==> config.mk <==
export PLATFORM = sky130hd
export DESIGN_NAME = mem_port_arbiter
export DESIGN_NICKNAME = d
export VERILOG_FILES = /design/src/rtl/mem_port_arbiter.sv
export SDC_FILE = /design/constraint.sdc
export NUM_CORES = 1
export LEC_CHECK = 0
export ABC_AREA = 1
export CELL_PAD_IN_SITES_DETAIL_PLACEMENT = 1
export CELL_PAD_IN_SITES_GLOBAL_PLACEMENT = 1
export CORE_MARGIN = 4
export CORE_UTILIZATION = 25
export DETAILED_ROUTE_END_ITERATION = 16
export PLACE_DENSITY = 0.84
export SYNTH_ARGS = -nofsm -noshare
export SYNTH_HDL_FRONTEND = slang
export SYNTH_SLANG_ARGS = --single-unit
==> constraint.sdc <==
create_clock -name clk -period 1.58 [get_ports clk]
set_input_delay 0.316 -clock clk [delete_from_list [all_inputs] [get_ports clk]]
set_output_delay 0.316 -clock clk [all_outputs]
set_load 0.01 [all_outputs]
==> src/rtl/mem_port_arbiter.sv <==
// Arbitrates one single-port synchronous-read RAM between the fetch and data ports.
// Data wins conflicts unless fetch has been denied MAX_DEFER times in a row.
module mem_port_arbiter #(
    parameter int ADDR_W    = 10,
    parameter int DATA_W    = 32,
    parameter int MAX_DEFER = 3
) (
    input  logic                  clk,
    input  logic                  reset,
    input  logic                  if_req,
    input  logic [ADDR_W-1:0]     if_addr,
    output logic [DATA_W-1:0]     if_rdata,
    output logic                  if_valid,
    input  logic                  d_req,
    input  logic                  d_we,
    input  logic [DATA_W/8-1:0]   d_be,
    input  logic [ADDR_W-1:0]     d_addr,
    input  logic [DATA_W-1:0]     d_wdata,
    output logic [DATA_W-1:0]     d_rdata,
    output logic                  d_valid,
    output logic                  stall_f,
    output logic                  stall_m,
    output logic                  mem_en,
    output logic [DATA_W/8-1:0]   mem_we,
    output logic [ADDR_W-1:0]     mem_addr,
    output logic [DATA_W-1:0]     mem_wdata,
    input  logic [DATA_W-1:0]     mem_rdata
);

    localparam int CNT_W = (MAX_DEFER > 0) ? $clog2(MAX_DEFER + 1) : 1;
    localparam logic [CNT_W-1:0] DEFER_MAX = CNT_W'(MAX_DEFER);

    typedef enum logic [1:0] {
        OWN_NONE = 2'd0,
        OWN_IF   = 2'd1,
        OWN_D    = 2'd2
    } owner_t;

    owner_t            rsp_owner, rsp_owner_next;
    logic [CNT_W-1:0]  defer_cnt, defer_next;
    logic              store_ack, store_ack_next;
    logic [DATA_W-1:0] if_hold, d_hold;
    logic              fetch_wins, grant_f, grant_d;

    // Handshake: a port holds req and its fields until the cycle its stall is low;
    // that cycle is the grant, and read data returns exactly one cycle later.
    always_comb begin
        fetch_wins = (defer_cnt == DEFER_MAX);
        grant_f    = reset & if_req & (~d_req | fetch_wins);
        grant_d    = reset & d_req & ~grant_f;
    end

    always_ff @(posedge clk or negedge reset) begin
        if (!reset) begin
            rsp_owner <= OWN_NONE;
            defer_cnt <= '0;
            store_ack <= 1'b0;
            if_hold   <= '0;
            d_hold    <= '0;
        end else begin
            rsp_owner <= rsp_owner_next;
            defer_cnt <= defer_next;
            store_ack <= store_ack_next;
            if (rsp_owner == OWN_IF) begin
                if_hold <= mem_rdata;
            end
            if (rsp_owner == OWN_D) begin
                d_hold <= mem_rdata;
            end
        end
    end

    always_comb begin
        defer_next     = defer_cnt;
        rsp_owner_next = OWN_NONE;
        store_ack_next = 1'b0;
        if (!if_req || grant_f) begin
            defer_next = '0;
        end else if (defer_cnt != DEFER_MAX) begin
            defer_next = defer_cnt + CNT_W'(1);
        end
        if (grant_f) begin
            rsp_owner_next = OWN_IF;
        end else if (grant_d && !d_we) begin
            rsp_owner_next = OWN_D;
        end
        // Stores return no data, only an acknowledge on d_valid.
        store_ack_next = grant_d & d_we;
    end

    always_comb begin
        mem_en    = grant_f | grant_d;
        mem_addr  = grant_f ? if_addr : d_addr;
        mem_we    = (grant_d && d_we) ? d_be : '0;
        mem_wdata = d_wdata;
        stall_f   = reset & if_req & ~grant_f;
        stall_m   = reset & d_req & ~grant_d;
        if_valid  = (rsp_owner == OWN_IF);
        if_rdata  = if_valid ? mem_rdata : if_hold;
        d_valid   = (rsp_owner == OWN_D) | store_ack;
        d_rdata   = (rsp_owner == OWN_D) ? mem_rdata : d_hold;
    end

endmodule

Yosys cells after proc, flatten, opt, wreduce, memory -nomap -nowiden --
Cells that the tools add are included.
Operators by class: add/subtract/negate cells 1, $mul 0, divide/modulo/power cells 0, order comparisons 0, eq/ne operators 4, shift-type cells 0, mux-type cells 8, bitwise operators 13, reductions and logical operators 6
Operator list (number):
- 2-to-1 mux 32 bit | 2
- 2-to-1 mux 10 bit | 1
- 2-to-1 mux 2 bit | 4
- bitwise AND 1 bit | 7
- == test 2 bit, second input constant | 2
- 2-to-1 mux 4 bit | 1
- inverter 1 bit | 3
- bitwise OR 1 bit | 3
- adder 2 x 1 -> 2 bit, second input constant | 1
- == test 2 x 1 -> 1 bit, second input constant | 1
- logical AND 1 bit | 2
- logical NOT 1 bit | 2
- != test 2 bit, second input constant | 1
- nonzero test 2 bit | 1
- logical OR 1 bit | 1
Storage, ports and cells: register bits 69, bits in latches 0, memory bits (writable) 0, memory bits (read-only) 0, bits of input ports 93, output and inout bits 115, logic and storage cells 37, memories 0

Longest topological paths before layout --
Gate-level depths: netlist of the first run.
depth in word-level cells 8, mapped depth 7, gate-level depth less buffers 6

Worst setup path before layout of the first run --
OpenSTA, ideal clock, no wires.
path type register -> output, from register defer_cnt[0], to output mem_addr[0], data arrival time 1172 ps, required time 1264 ps, path slack 92 ps, cell stages (with the launch flop) 8, buffers on the path 1, cell sequence dfrtp_1 > ha_1 > inv_1 > nand2_1 > nand2_1 > buf_2 > nand2_1 > nand2_1
Between the ends: cells in the longest elaborated chain, start to end 4
RTL lines:
- start: declaration | line 40 | logic [CNT_W-1:0] defer_cnt, defer_next;
- start signal: assignment | line 62 | defer_cnt <= defer_next;
- == test 2 bit | line 48 | fetch_wins = (defer_cnt == DEFER_MAX);
- bitwise OR 1 bit | line 49 | grant_f = reset & if_req & (~d_req | fetch_wins);
- bitwise AND 1 bit | line 49
- 2-to-1 mux 10 bit | line 93 | mem_addr = grant_f ? if_addr : d_addr;
- end: declaration | line 25 | output logic [ADDR_W-1:0] mem_addr,
Every way passes these cells.

Final worst setup path of the first run --
from register defer_cnt[0], to output mem_addr[6]
Same word-level chain as after synthesis.

==> results of run 1 <==
## metal layers
metal | vias to the layer above | part of all wire, % | global-route usage, %
met4 | 0 | 1.9 | 4.80
li1 | 1357 | - | -
met3 | 27 | 7.5 | 5.89
met5 | - | 0 | 0
met1 | 1430 | 36 | 14.9
met2 | 127 | 55 | 27.4
## layout by cell type, fill, tap and decap left out, types with 2 or more instances in the layout
master	netlist	layout
dfrtp_1	69	69
nand2_1	104	67
buf_2	5	66
clkdlybuf4s50_1	0	58
inv_1	44	41
o21ai_2	23	41
buf_4	33	41
nand2_2	0	34
buf_6	6	20
o21ai_1	9	16
clkbuf_16	0	15
o21ai_4	0	7
buf_12	0	5
nor2_1	7	4
nand2_4	0	3
nor2_2	0	3
inv_2	0	2
clkinvlp_4	0	2
inv_6	0	2
bufinv_16	0	2
dlygate4sd2_1	0	2
## logic make-up after synthesis
family / after synthesis
buffers and inverters: 92
adder cells (fa/ha/maj): 1
flip-flops: 69
AND/OR/NAND/NOR: 114
AO/OA/AOI/OAI: 66
XOR/XNOR: 1
## final timing paths
path | endpoint | cells after the start | startpoint | slack (ps)
worst max-delay path | mem_addr[6] | 8 | defer_cnt[0]$_DFFE_PN0P_ | -370
worst min-delay path | if_hold[28]$_DFF_PN0_ | 2 | reset | 40
worst max register to register | rsp_owner[1]$_DFF_PN0_ | 8 | defer_cnt[0]$_DFFE_PN0P_ | 100
worst min register to register | if_hold[27]$_DFF_PN0_ | 2 | if_hold[27]$_DFF_PN0_ | 470
max in group asynchronous | d_hold[31]$_DFF_PN0_ | 3 | reset | 650
min in group clk | if_hold[27]$_DFF_PN0_ | 2 | if_hold[27]$_DFF_PN0_ | 470
## worst reg2reg max path, stage by stage, from the launching register on
cell and delay (ps):
dfrtp_1 410, ha_4 190, inv_4 70, buf_6 100
a21oi_4 60, buf_6 130, buf_4 130, buf_4 130
nor3_1 170
## stage by stage
stage | cell area (µm²) | setup TNS [ps] | hold slack [ps]
finish | 5350 | -20970 | 44.0
global route | 5350 | -27600 | 69.3
CTS | 5010 | -20210 | 54.1
detailed placement | 4760 | -36690 | 257
global placement | 4760 | -33550 | 257
floorplan | 3120 | 0 | 20.4
## sequential cells by signal (all words and copies together) (netlist names)
register	cells
rsp_owner	2
if_hold	32
store_ack	1
d_hold	32
defer_cnt	2
## layout make-up
cell class / count / share of cell area, %
repair buffers: 201 / 32.7
flip-flops and latches: 69 / 32.3
multi-input cells: 182 / 21.9
clock buffers: 9 / 4.21
well taps: 168 / 3.93
inverters: 44 / 3.13
clock inverters: 7 / 1.82
## where the power goes
part | internal (W) | switching, W | total, W
clock | 0.00139 | 0.000788 | 0.00218
combinational | 0.000954 | 0.00101 | 0.00196
sequential | 0.00212 | 0.000120 | 0.00224
## what timing repair did
item                                    CTS  global route
hold endpoints to repair                  1             0
hold buffers                              1             0
resized for setup                       389            84
pin swaps                                 8            12
gates cloned                              1             8
setup buffers                             4             4
endpoints found under the setup margin   83            83
==> impl_results.md, run 1 <==
* PortBufs at 143
* Footprint of the multi-input gates at 0.00117 mm²
* Worst hold path type: in2async
* CTS Sinks at 69
* First-pass GRT wire length at 16.8 mm
* Initial Utilization at 25.8%
* Root Driver: clkbuf_16
* Combinational family with the most area after synthesis: buffers and inverters
* Share of layout cells above drive strength 1 at 49.0%
* Dpl cells at 646
* Tcrit/Tclk final at 123%
* Minimum clock period after layout at 1950 ps
* Status: finished with violations
* Hpwl dp at 8.00 mm
* Pre-CTS setup slack at -685 ps
* Cell breakdown of the critical path: ha_4 > inv_4 > buf_6 > a21oi_4 > buf_6 > nand2_2 > nand2_2 > buf_6
* Mapped cell area at 0.00312 mm²
* Final WL at 12.0 mm
* Register area at 0.00173 mm²
* Nets at 601
* Vias in the first global route at 3,232
* Wire length per cell at 17.6 µm
* Sequential share of the synthesized area at 55.3%
* Util after Layout at 44.2%
* Top-area cell type share of the netlist area at 55.3%
* Pwr per Cell Area at 1190 mW/mm²
* Power consumption at 0.00638 W
* Clk buf depth at 2
* Post-DR vias/cell at 4.33
* Failing checks: setup timing
* I/O pins at 208
* # H-tree levels at 3
* Mux cell area share after synthesis at 0%
* Max-slew headroom at 62.7%
* Max Freq at 514 MHz
* Asr flop ratio synth at 100%
* IR Drop Worst-Case VDD at 0.449 mV
* FILL cells at 1,393
* CTS tree: done
* Tightest Pin Transition at 560 ps
* Die ar. at 0.0143 mm²
* Drt first pass iters at 4
* Critical path required time at 1260 ps
* Area contributors post-synth: dfrtp_1 55%, nand2_1 12%, buf_4 7.9%
* Netlist cell types at 18
* Die width at 120 µm
* Clk_lat worst skew at 330 ps
* Leading area contributor after synthesis: dfrtp_1
* Post-Synth Adder-Cell Area at 0.400%
* CP delay by family, top: buffers and inverters
* Gr ovfl total at 0
* Antenna violations before repair at 0
* Fin. Hold Viols at 0
* Synth-to-layout area growth at 71.2%
* Most frequent cell after synthesis: nand2_1
* Worst-case clock skew at 6.30 ps
* Antenna diodes at 0
* Clock-pin slew on the worst setup and hold paths at 60 ps
* Crit Path Class: reg2out
* Number of synthesized flops with an enable pin at 0
* Count of final setup violators at 82
* Row count at 40
* Startpoint types: flip-flop
* XOR/XNOR Fraction of Synth Area at 0.280%
* Post-synth top cells: 104 x nand2_1, 69 x dfrtp_1, 44 x inv_1
* Max-slew violation count at 0
* Clock buffers created by TritonCTS at 9
* Slowest cell delay on critical path at 390 ps
* Via Count at 2,941
* CP arrival at 1630 ps
* ANT nets after route at 0
* Post-Synth Simple-Gate Area at 13.9%
* Synth Warn # at 0
* Drt drc at 0
* Crit end category: output port
* Gr usage total at 14.7%
* Max-cap violation count at 0
* Slowest CP cell: dfrtp_1
* Syn_area_per_cell at 9.11 µm²
* Cell with the most instances on the worst path: buf_6
* Maximum fanout along the worst path at 5
* Final Worst Setup Slack at -366 ps
* Dominant synthesized flop cell: dfrtp_1
* Synthesized Nets at 437
* CP bufs+invs at 4
* Post-synthesis compound-gate area fraction at 13.5%
* DRT iter0 DRCs at 82
* Gate Count Post-Synth at 343
* RSZ-0062 raised after global routing: true
* Die Height at 120 µm
* Core Box Area at 0.0121 mm²
* GP Congestion at 0.809
* Lkg Pwr at 2.77 nW
* Largest net degree at the start of global routing at 43
* Flops & latches, synth at 69
* Finished Layout Cells at 680
Note: power is estimated with default switching activity, not from simulation.
==> inputs of run 2 (changes only) <==
Settings changed: GPL_ROUTABILITY_DRIVEN from default to 0, SETUP_SLACK_MARGIN from default to 0.4.
==> run 2 against run 1 <==
  * The flow still finishes with violations (setup timing)
  * Largest cell class unchanged
  * Total power increased by 24%
  * Critical path depth decreased by 2
  * Sequential power rose by 8%
  * Via count rose by 11%
  * Critical path type unchanged
  * Sequential share of layout area down 9.8 points
  * Largest power group is now combinational cells
==> impl_results.md, run 2 (synthesis gave the netlist of run 1 again) <==
* CP arrival at 1670 ps (+40 ps)
* Die width at 120 µm (unchanged)
* Dpl cells at 639 (-1.1%)
* Die ar. at 0.0143 mm² (unchanged)
* Clk buf depth at 2 (unchanged)
* Final Worst Setup Slack at -406 ps (-40.6 ps)
* Post-DR vias/cell at 4.47 (+3.3%)
* Clk_lat worst skew at 340 ps (about the same)
* Max Freq at 503 MHz (-2.0%)
* Max-slew headroom at 39.2% (-23 points)
* Slowest CP cell: dfrtp_1
* Most frequent cells in the layout: 143 x buf_6, 72 x nand2_4, 69 x dfrtp_1
* Gr ovfl total at 0 (unchanged)
* Antenna violations before repair at 0 (unchanged)
* Leading cell type in the layout, fill and taps excluded: buf_6
* Drt first pass iters at 4 (unchanged)
* ANT nets after route at 0 (unchanged)
* I/O pins at 208 (unchanged)
* Hold_buf cts at 0 (-1)
* Die Height at 120 µm (unchanged)
* Share of layout cells above drive strength 1 at 66.7% (+18 points)
* CTS tree: done
* Util after Layout at 63.3% (+19 points)
* Largest net degree at the start of global routing at 70 (+63%)
* IR Drop Worst-Case VDD at 0.596 mV (+33%)
* Lkg Pwr at 3.58 nW (+29%)
* Worst-case clock skew at 6.00 ps (-0.300 ps)
* Wire length per cell at 22.2 µm (+26%)
* Failing checks: setup timing
* Tightest Pin Transition at 912 ps (+352 ps)
* Antenna diodes at 0 (unchanged)
* Clock buffers created by TritonCTS at 9 (unchanged)
* CTS Sinks at 69 (unchanged)
* Worst hold path type: in2async
* Clock-pin slew on the worst setup and hold paths at 60 ps (about the same)
* Vias in the first global route at 3,792 (+17%)
* Max-cap violation count at 0 (unchanged)
* Finished Layout Cells at 732 (+7.6%)
* Hpwl dp at 7.76 mm (-2.9%)
* Met1 WL at 5.67 mm (+33%)
* Crit Path Class: reg2out
* Gr usage total at 19.8% (+5.0 points)
* Maximum fanout along the worst path at 8 (+3)
* Pwr per Cell Area at 1030 mW/mm² (-13%)
* Row count at 40 (unchanged)
* First-pass GRT wire length at 21.7 mm (+29%)
* CP bufs+invs at 4 (unchanged)
* Startpoint types: flip-flop
* Largest regs: d_hold x32, if_hold x32
* Via Count at 3,269 (+11%)
* Crit end category: output port
* Synth-to-layout area growth at 145%
* Fin. Hold Viols at 0 (unchanged)
* PortBufs at 143 (unchanged)
* Final WL at 16.3 mm (+36%)
* RSZ-0062 raised after global routing: true
* Post-Route Setup TNS at -27,470 ps (-6500 ps)
* Slowest cell delay on critical path at 340 ps (-50 ps)
* Cell with the most instances on the worst path: buf_6
* Worst reg2reg setup slack at 0 ps (-100 ps)
* Uppermost routed layer: met4
* Routed wl met2 at 9.27 mm (+41%)
* Status: finished with violations
* Pre-CTS setup slack at -742 ps (-57.3 ps)
* DRT iter0 DRCs at 88 (+7.3%)
* Root Driver: clkbuf_16
* Critical path required time at 1260 ps (about the same)
* Tcrit/Tclk final at 126% (+2.6 points)
* Cell breakdown of the critical path: inv_2 > or2_4 > buf_6 > clkbuf_16 > o21ai_4 > buf_6
* Routed wl met3 at 883 µm (-1.2%)
* Minimum clock period after layout at 1990 ps (+40.6 ps)
* Initial Utilization at 25.8% (unchanged)
* # H-tree levels at 3 (unchanged)
* Count of final setup violators at 82 (unchanged)
* Core Box Area at 0.0121 mm² (unchanged)
* CP delay by family, top: buffers and inverters
* Drt drc at 0 (unchanged)
* Nets at 653 (+8.7%)
* Max-slew violation count at 0 (unchanged)
[run 2: path summary, 6_finish.rpt]
kind                                        start  cells past startpoint                  endpoint
max                        rsp_owner[0]$_DFF_PN0_                      6              if_rdata[30]
min                                         reset                      2       d_hold[9]$_DFF_PN0_
max reg2reg                rsp_owner[0]$_DFF_PN0_                      9     if_hold[13]$_DFF_PN0_
min reg2reg                 if_hold[17]$_DFF_PN0_                      2     if_hold[17]$_DFF_PN0_
min in group clk                           if_req                      3  defer_cnt[0]$_DFFE_PN0P_
max in group asynchronous                   reset                      2      d_hold[25]$_DFF_PN0_
[run 2: what timing repair did]
| action | in CTS | in global routing |
|---|---|---|
| gates resized for setup | 544 | 119 |
| setup endpoints to repair | 98 | 140 |
| gates cloned | 11 | 3 |
| buffers inserted | 44 | 19 |
| pin swaps | 24 | 38 |
[run 2: stage by stage]
stage                     total power [W]  hold WS [ps]  instance area (µm²)
after floorplan                   0.00344          20.4                 3790
after global placement            0.00451           453                 5270
after detailed placement          0.00460           463                 5270
after CTS                         0.00728           227                 6890
after global routing              0.00830           279                 7670
final                             0.00793           233                 7670
[run 2: worst reg2reg max path: cells and delay by family (launching register included)]
family	cells	cell delay, ps
buffers and inverters	6	710
and+or+nand+nor	2	380
DFF	1	340
AOI/OAI and AO/OA	1	70
[run 2: per-layer routing]
layer  global-route usage [%]  vias to the layer above
li1                         -                     1455
met1                     19.9                     1633
met2                     38.3                      136
met3                     5.89                       45
met4                     6.66                        0
met5                        0                        -
[run 2: where the power goes]
group          leakage, nW  internal [W]  total, W  switching, W
clock                0.143       0.00126   0.00205      0.000785
sequential           0.850       0.00212   0.00241      0.000288
combinational         2.59       0.00196   0.00347       0.00151
[run 2: layout make-up]
type | instances | area [µm²]
Clock inverter | 4 | 47.5
Fill cell | 1181 | 4440
Sequential cell | 69 | 1730
Clock buffer | 12 | 246
Timing Repair Buffer | 253 | 3070
Inverter | 44 | 168
Tap cell | 168 | 210
Multi-Input combinational cell | 182 | 2200
==> inputs of run 3 (changes only) <==
Settings changed: CTS_CLUSTER_SIZE from default to 28, MAX_ROUTING_LAYER from default to met4.
==> run 3 against run 2 <==
  * Global-route usage rose by 0.63 points
  * The flow still finishes with violations (setup timing)
  * Clock power barely moved
  * Sequential power barely moved
  * Clock-buffer cell count did not move
  * Clock skew fell by 1.6 ps
  * First-iteration DRC count rose by 41%
  * Core utilization fell by 0.093 points
  * Flip-flop and latch count did not move
  * Via count rose by 0.34%
  * Critical path type unchanged
  * Die area did not move
  * Sequential share of layout area barely moved
==> impl_results.md, run 3 (synthesis gave the netlist of run 1 again) <==
* Row count at 40 (unchanged)
* Reg2reg path depth at 9 (unchanged)
* Die Height at 120 µm (unchanged)
* Die width at 120 µm (unchanged)
* Die ar. at 0.0143 mm² (unchanged)
* Final WL at 16.4 mm (+1.1%)
* FILL cells at 1,171 (-0.85%)
* Nets at 653 (unchanged)
* Clk buf depth at 2 (unchanged)
* Crit Path Class: reg2out
* Most frequent cells in the layout: 142 x buf_6, 72 x nand2_4, 69 x dfrtp_1
* P_int at 0.00534 W (about the same)
* Final Worst Setup Slack at -424 ps (-17.5 ps)
* Failing checks: setup timing
* Antenna violations before repair at 0 (unchanged)
* Logic gate share of total power at 43.8% (about the same)
* Worst-case clock skew at 4.42 ps (-1.58 ps)
* Gr usage total at 20.4% (+0.63 points)
* Pwr per Cell Area at 1030 mW/mm² (about the same)
* Cell with the most instances on the worst path: buf_6
* I/O pins at 208 (unchanged)
* Synth-to-layout area growth at 145%
* Sw Share at 32.5% (about the same)
* Leading cell type in the layout, fill and taps excluded: buf_6
* # H-tree levels at 3 (unchanged)
* Clock Power Share at 25.8% (about the same)
* ANT nets after route at 0 (unchanged)
* Area after DPL at 0.00527 mm² (unchanged)
* Clock-pin slew on the worst setup and hold paths at 60 ps (about the same)
* Hold_buf cts at 0 (unchanged)
* Max-slew violation count at 0 (unchanged)
* Critical path required time at 1260 ps (about the same)
* First-pass GRT wire length at 21.7 mm (about the same)
* Tcrit/Tclk final at 127% (+1.1 points)
* Clk_lat worst skew at 340 ps (about the same)
* Switching power at 0.00258 W (-0.21%)
* CTS tree: done
* Seq pwr share at 30.4% (about the same)
* IR Drop Worst-Case VDD at 0.492 mV (-17%)
* Worst reg2reg setup slack at 10 ps (about the same)
* Largest regs: d_hold x32, if_hold x32
* Status: finished with violations
* Wire length per cell at 22.4 µm (+1.1%)
* Reg2reg start: rsp_owner[0]$_DFF_PN0_
* Util after Layout at 63.2% (-0.093 points)
* Minimum clock period after layout at 2000 ps (+17.5 ps)
* Cell breakdown of the critical path: ha_4 > inv_4 > a21oi_4 > buf_6 > buf_16 > nand2_1 > nand2_2 > buf_6
* Antenna diodes at 0 (unchanged)
* Core Box Area at 0.0121 mm² (unchanged)
* Drt drc at 0 (unchanged)
* Max Freq at 499 MHz (-0.88%)
* Lkg Pwr at 3.58 nW (about the same)
* Largest net degree at the start of global routing at 70 (unchanged)
* Slowest CP cell: dfrtp_1
* Via Count at 3,280 (+0.34%)
* Slowest cell delay on critical path at 410 ps (+70 ps)
* Root Driver: clkbuf_16
* Fin. Hold Viols at 0 (unchanged)
* CTS Sinks at 69 (unchanged)
* Max-cap violation count at 0 (unchanged)
* CP bufs+invs at 4 (unchanged)
* RSZ-0062 raised after global routing: true
* Share of layout cells above drive strength 1 at 66.7% (unchanged)
* Gr ovfl total at 0 (unchanged)
* Drt first pass iters at 4 (unchanged)
* Clock buffers created by TritonCTS at 9 (unchanged)
* Count of final setup violators at 82 (unchanged)
* CP arrival at 1690 ps (+20 ps)
* Hpwl dp at 7.76 mm (unchanged)
* Max-slew headroom at 39.9% (+0.66 points)
* Tightest Pin Transition at 902 ps (-9.91 ps)
* DRT iter0 DRCs at 124 (+41%)
* Post-DR vias/cell at 4.48 (+0.34%)
* Maximum fanout along the worst path at 5 (-3)
* PortBufs at 143 (unchanged)
* Initial Utilization at 25.8% (unchanged)
* Pre-CTS setup slack at -742 ps (unchanged)
* CP delay by family, top: buffers and inverters
* Power consumption at 0.00792 W (-0.12%)
* Crit end category: output port
* Worst hold path type: in2async
* Worst flop-to-flop path endpoint: if_hold[13]$_DFF_PN0_
* Vias in the first global route at 3,792 (unchanged)
* Cell area after layout at 0.00766 mm² (-0.15%)
* Startpoint types: flip-flop
run 3: cell counts in the layout (fill, tap and decap cells not counted):
Identical to the previous run, type by type.
run 3: worst reg2reg max path: stages (launching register included):
cell,delay (ps)
dfrtp_1,330
inv_2,70
or2_4,310
buf_6,160
buf_16,160
nand2_4,70
o21ai_4,60
buf_6,120
buf_6,100
buf_6,100
run 3: metal layers:
layer / share of wire (%) / wire length, µm / global-route usage [%]
met5: 0 / 0 / -
met4: 3.3 / 550 / 6.23
met3: 5.5 / 902 / 5.51
met2: 57 / 9300 / 38.2
met1: 35 / 5670 / 20.6
run 3: stage by stage:
| step | TNS [ps] | hold WS, ps | std cells |
|---|---|---|---|
| after global placement | -30960 | 453 | 639 |
| after global routing | -32170 | 294 | 732 |
| final | -27270 | 245 | 732 |
| after floorplan | 0 | 20.4 | 343 |
| after CTS | -26390 | 227 | 710 |
| after detailed placement | -33070 | 463 | 639 |
run 3: power groups by stage:
stage / clock [W] / sequential (W) / combinational [W]
global route: 0.00218 / 0.00244 / 0.00366
global placement: 0 / 0.00226 / 0.00225
CTS: 0.00207 / 0.00233 / 0.00288
floorplan: 0 / 0.00224 / 0.00120
detailed placement: 0 / 0.00228 / 0.00232
finish: 0.00205 / 0.00241 / 0.00347
run 3: worst max path at each step:
stage	from	end	slack, ps	cells past startpoint
after global placement	if_req	mem_addr[2]	-690	6
final	defer_cnt[1]$_DFFE_PN0P_	mem_addr[5]	-420	8
after CTS	defer_cnt[0]$_DFFE_PN0P_	mem_addr[3]	-390	7
after floorplan	defer_cnt[0]$_DFFE_PN0P_	mem_we[0]	220	6
after global routing	defer_cnt[1]$_DFFE_PN0P_	mem_addr[5]	-470	8
after detailed placement	if_req	mem_addr[0]	-740	6
run 3: layout make-up:
type,instances,area [µm²],share of cell area [%]
Timing Repair Buffer,253,3070,40.1
Multi-Input combinational cell,182,2190,28.6
Tap cell,168,210,2.74
Clock buffer,12,246,3.22
Inverter,44,168,2.19
Clock inverter,4,47.5,0.621
Sequential cell,69,1730,22.5
run 3: timing repair:
action / 4_1_cts / 5_1_grt
endpoints found under the hold margin: 0 / 0
cloned: 11 / 3
setup endpoints to repair: 98 / 140
resized for setup: 544 / 117
buffers inserted: 44 / 19
pin swaps: 24 / 37
==> patch, RTL diff (config.mk and constraints of run 2) <==
Set the parameter `ADDR_W` to 9 (it was 10).
--- a/src/rtl/mem_port_arbiter.sv
+++ b/src/rtl/mem_port_arbiter.sv
@@ -2,5 +2,5 @@
 // Data wins conflicts unless fetch has been denied MAX_DEFER times in a row.
 module mem_port_arbiter #(
-    parameter int ADDR_W    = 10,
+    parameter int ADDR_W    = 9,
     parameter int DATA_W    = 32,
     parameter int MAX_DEFER = 3
Interface: changed (resized d_addr, if_addr and mem_addr); port bits go from 208 to 205. The function was not compared with the original's and may differ.
==> patch against run 2 <==
  * The flow still finishes with violations (setup timing)
  * Sequential cell count did not move
  * Worst setup slack got worse by 5.9 ps
  * Cell count is 0.14% lower
  * Synthesized area is 0.44% lower
  * Routed wire length fell by 10%
  * Critical path depth up 2
  * Cell area fell by 1.7%
  * Sequential share of layout area is 0.40 points higher
  * Synthesized cell count is 0.58% lower
  * Power down 1.5%
  * Critical path type unchanged
  * Largest cell class unchanged
==> patch: results (changes against run 2) <==
top post-synthesis cells by area dfrtp_1 (56%), nand2_1 (12%), buf_4 (8.0%) (was dfrtp_1 (55%), nand2_1 (12%), buf_4 (7.9%)); pin count of the biggest net entering global routing 63 (was 70); DRT iter0 DRCs 68 (was 88); outcome finished with violations (unchanged); fin cells 731 (was 732); placed instance area 5320 um2 (was 5270 um2); syn nets 433 (was 437); CP max stage delay 390 ps (was 340 ps); CP Max Fanout 5 (was 8); Syn Inst Count 341 (was 343); Net count, final 650 (was 653); Arrival @ worst endpoint 1680 ps; Port Buf Inserts 140 (was 143); unique cell type count in the Yosys netlist 16 (was 18); Static Leak 3.54 nW (was 3.58 nW); drt wl/cell 20.0 um (was 22.2 um); Post-synth top cells nand2_1 (102), dfrtp_1 (69), inv_1 (45) (was nand2_1 (104), dfrtp_1 (69), inv_1 (44)); Critical Path Source defer_cnt[0] (was rsp_owner[0]); setup ws final -412 ps (was -406 ps); setup violators final 82 (unchanged); Post-Synth Adder-Cell Area 0.00402 (was 0.00400); Synth Area in Compound Gates 0.133 (was 0.135); failing checks setup timing (unchanged); CP max stage cell dfrtp_1 (unchanged); total vias in the final route 3223 (was 3269); peak supply drop 537 uV (was 596 uV); reg2reg end if_hold[5] (was if_hold[13]); DP HPWL 8210 um (was 7760 um); vias in the first global route 3745 (was 3792); Tot GR Track Use 0.189 (was 0.198); Worst Setup EP mem_we[1] (was if_rdata[30]); sequential share of the synthesized area 0.555 (was 0.553); final setup TNS -27460 ps (was -27470 ps); slew of the pin with the lowest slew margin 824 ps (was 912 ps); CP delay by family, top simple AND/OR/NAND/NOR gates (was buffers and inverters); first-pass GRT wire length 20700 um (was 21700 um); XOR/XNOR share of the synthesized area 0.00282 (was 0.00280); DRT Pass-1 Iters 5 (was 4)
## patch: cell types whose count changed after synthesis
cell	delta
nand2_1	-2
nor3_1	-1
nor2_1	+1
a21oi_2	-1
inv_1	+1
## patch: kinds of logic (layout without fill, tap and decap cells)
group                      count (synthesis)  in the layout
buffers and inverters                     93            315
and+or+nand+nor                          112            112
adders and majority gates                  1              1
AOI/OAI and AO/OA                         65             65
DFF                                       69             69
xor gates and xnor gates                   1              1
## patch: metrics by stage
step | worst slack [ps] | utilization | total power (W)
detailed placement | -705 | 0.439 | 0.00463
global route | -495 | 0.622 | 0.00819
CTS | -406 | 0.561 | 0.00724
floorplan | 210 | - | 0.00342
global placement | -669 | 0.439 | 0.00452
finish | -412 | 0.622 | 0.00781
## patch: worst reg2reg max path, cell delays in order, from the launching register on
cell,delay [ps]
dfrtp_1,340
inv_2,60
or2_4,280
buf_12,160
buf_12,160
nand2_4,70
o21ai_4,60
buf_4,140
buf_6,100
buf_4,110
## patch: area by class of cell
type / instances / area, um2
inverter: 45 / 190
clock inverter: 6 / 63.8
multi-input combinational: 179 / 2100
sequential: 69 / 1730
tap: 168 / 210
clock buffer: 10 / 229
fill: 1175 / 4580
timing repair inverter: 1 / 11.3
timing repair buffer: 253 / 3010
## patch: where the power goes
group / switching (W) / total [W] / internal, W
combinational: 0.00144 / 0.00338 / 0.00194
clock: 0.000803 / 0.00202 / 0.00122
sequential: 0.000284 / 0.00241 / 0.00213
total: 0.00253 / 0.00781 / 0.00529
## patch: how the worst min path moves through the flow
stage                start            to  slack, ps  cells past startpoint
floorplan            reset     d_hold[0]         20                      0
detailed placement   reset     store_ack        250                      2
global route        if_req  defer_cnt[0]        240                      3
finish               reset   if_hold[14]        190                      2
CTS                  reset   if_hold[18]        220                      2
global placement     reset     store_ack        260                      2
## patch: layer usage
layer | up-vias | global-route usage | wire length (um)
met4 | 0 | 0.0565 | 250
met3 | 26 | 0.0664 | 885
li1 | 1459 | - | -
met1 | 1619 | 0.189 | 4860
met2 | 119 | 0.365 | 8600
met5 | - | 0 | 0
## patch: repair_timing
action,CTS,global route
pin swaps,20,25
hold endpoints to repair,7,0
setup buffers,33,22
endpoints found under the setup margin,108,151
gates resized for setup,542,100
hold buffers,2,0
cloned,11,2
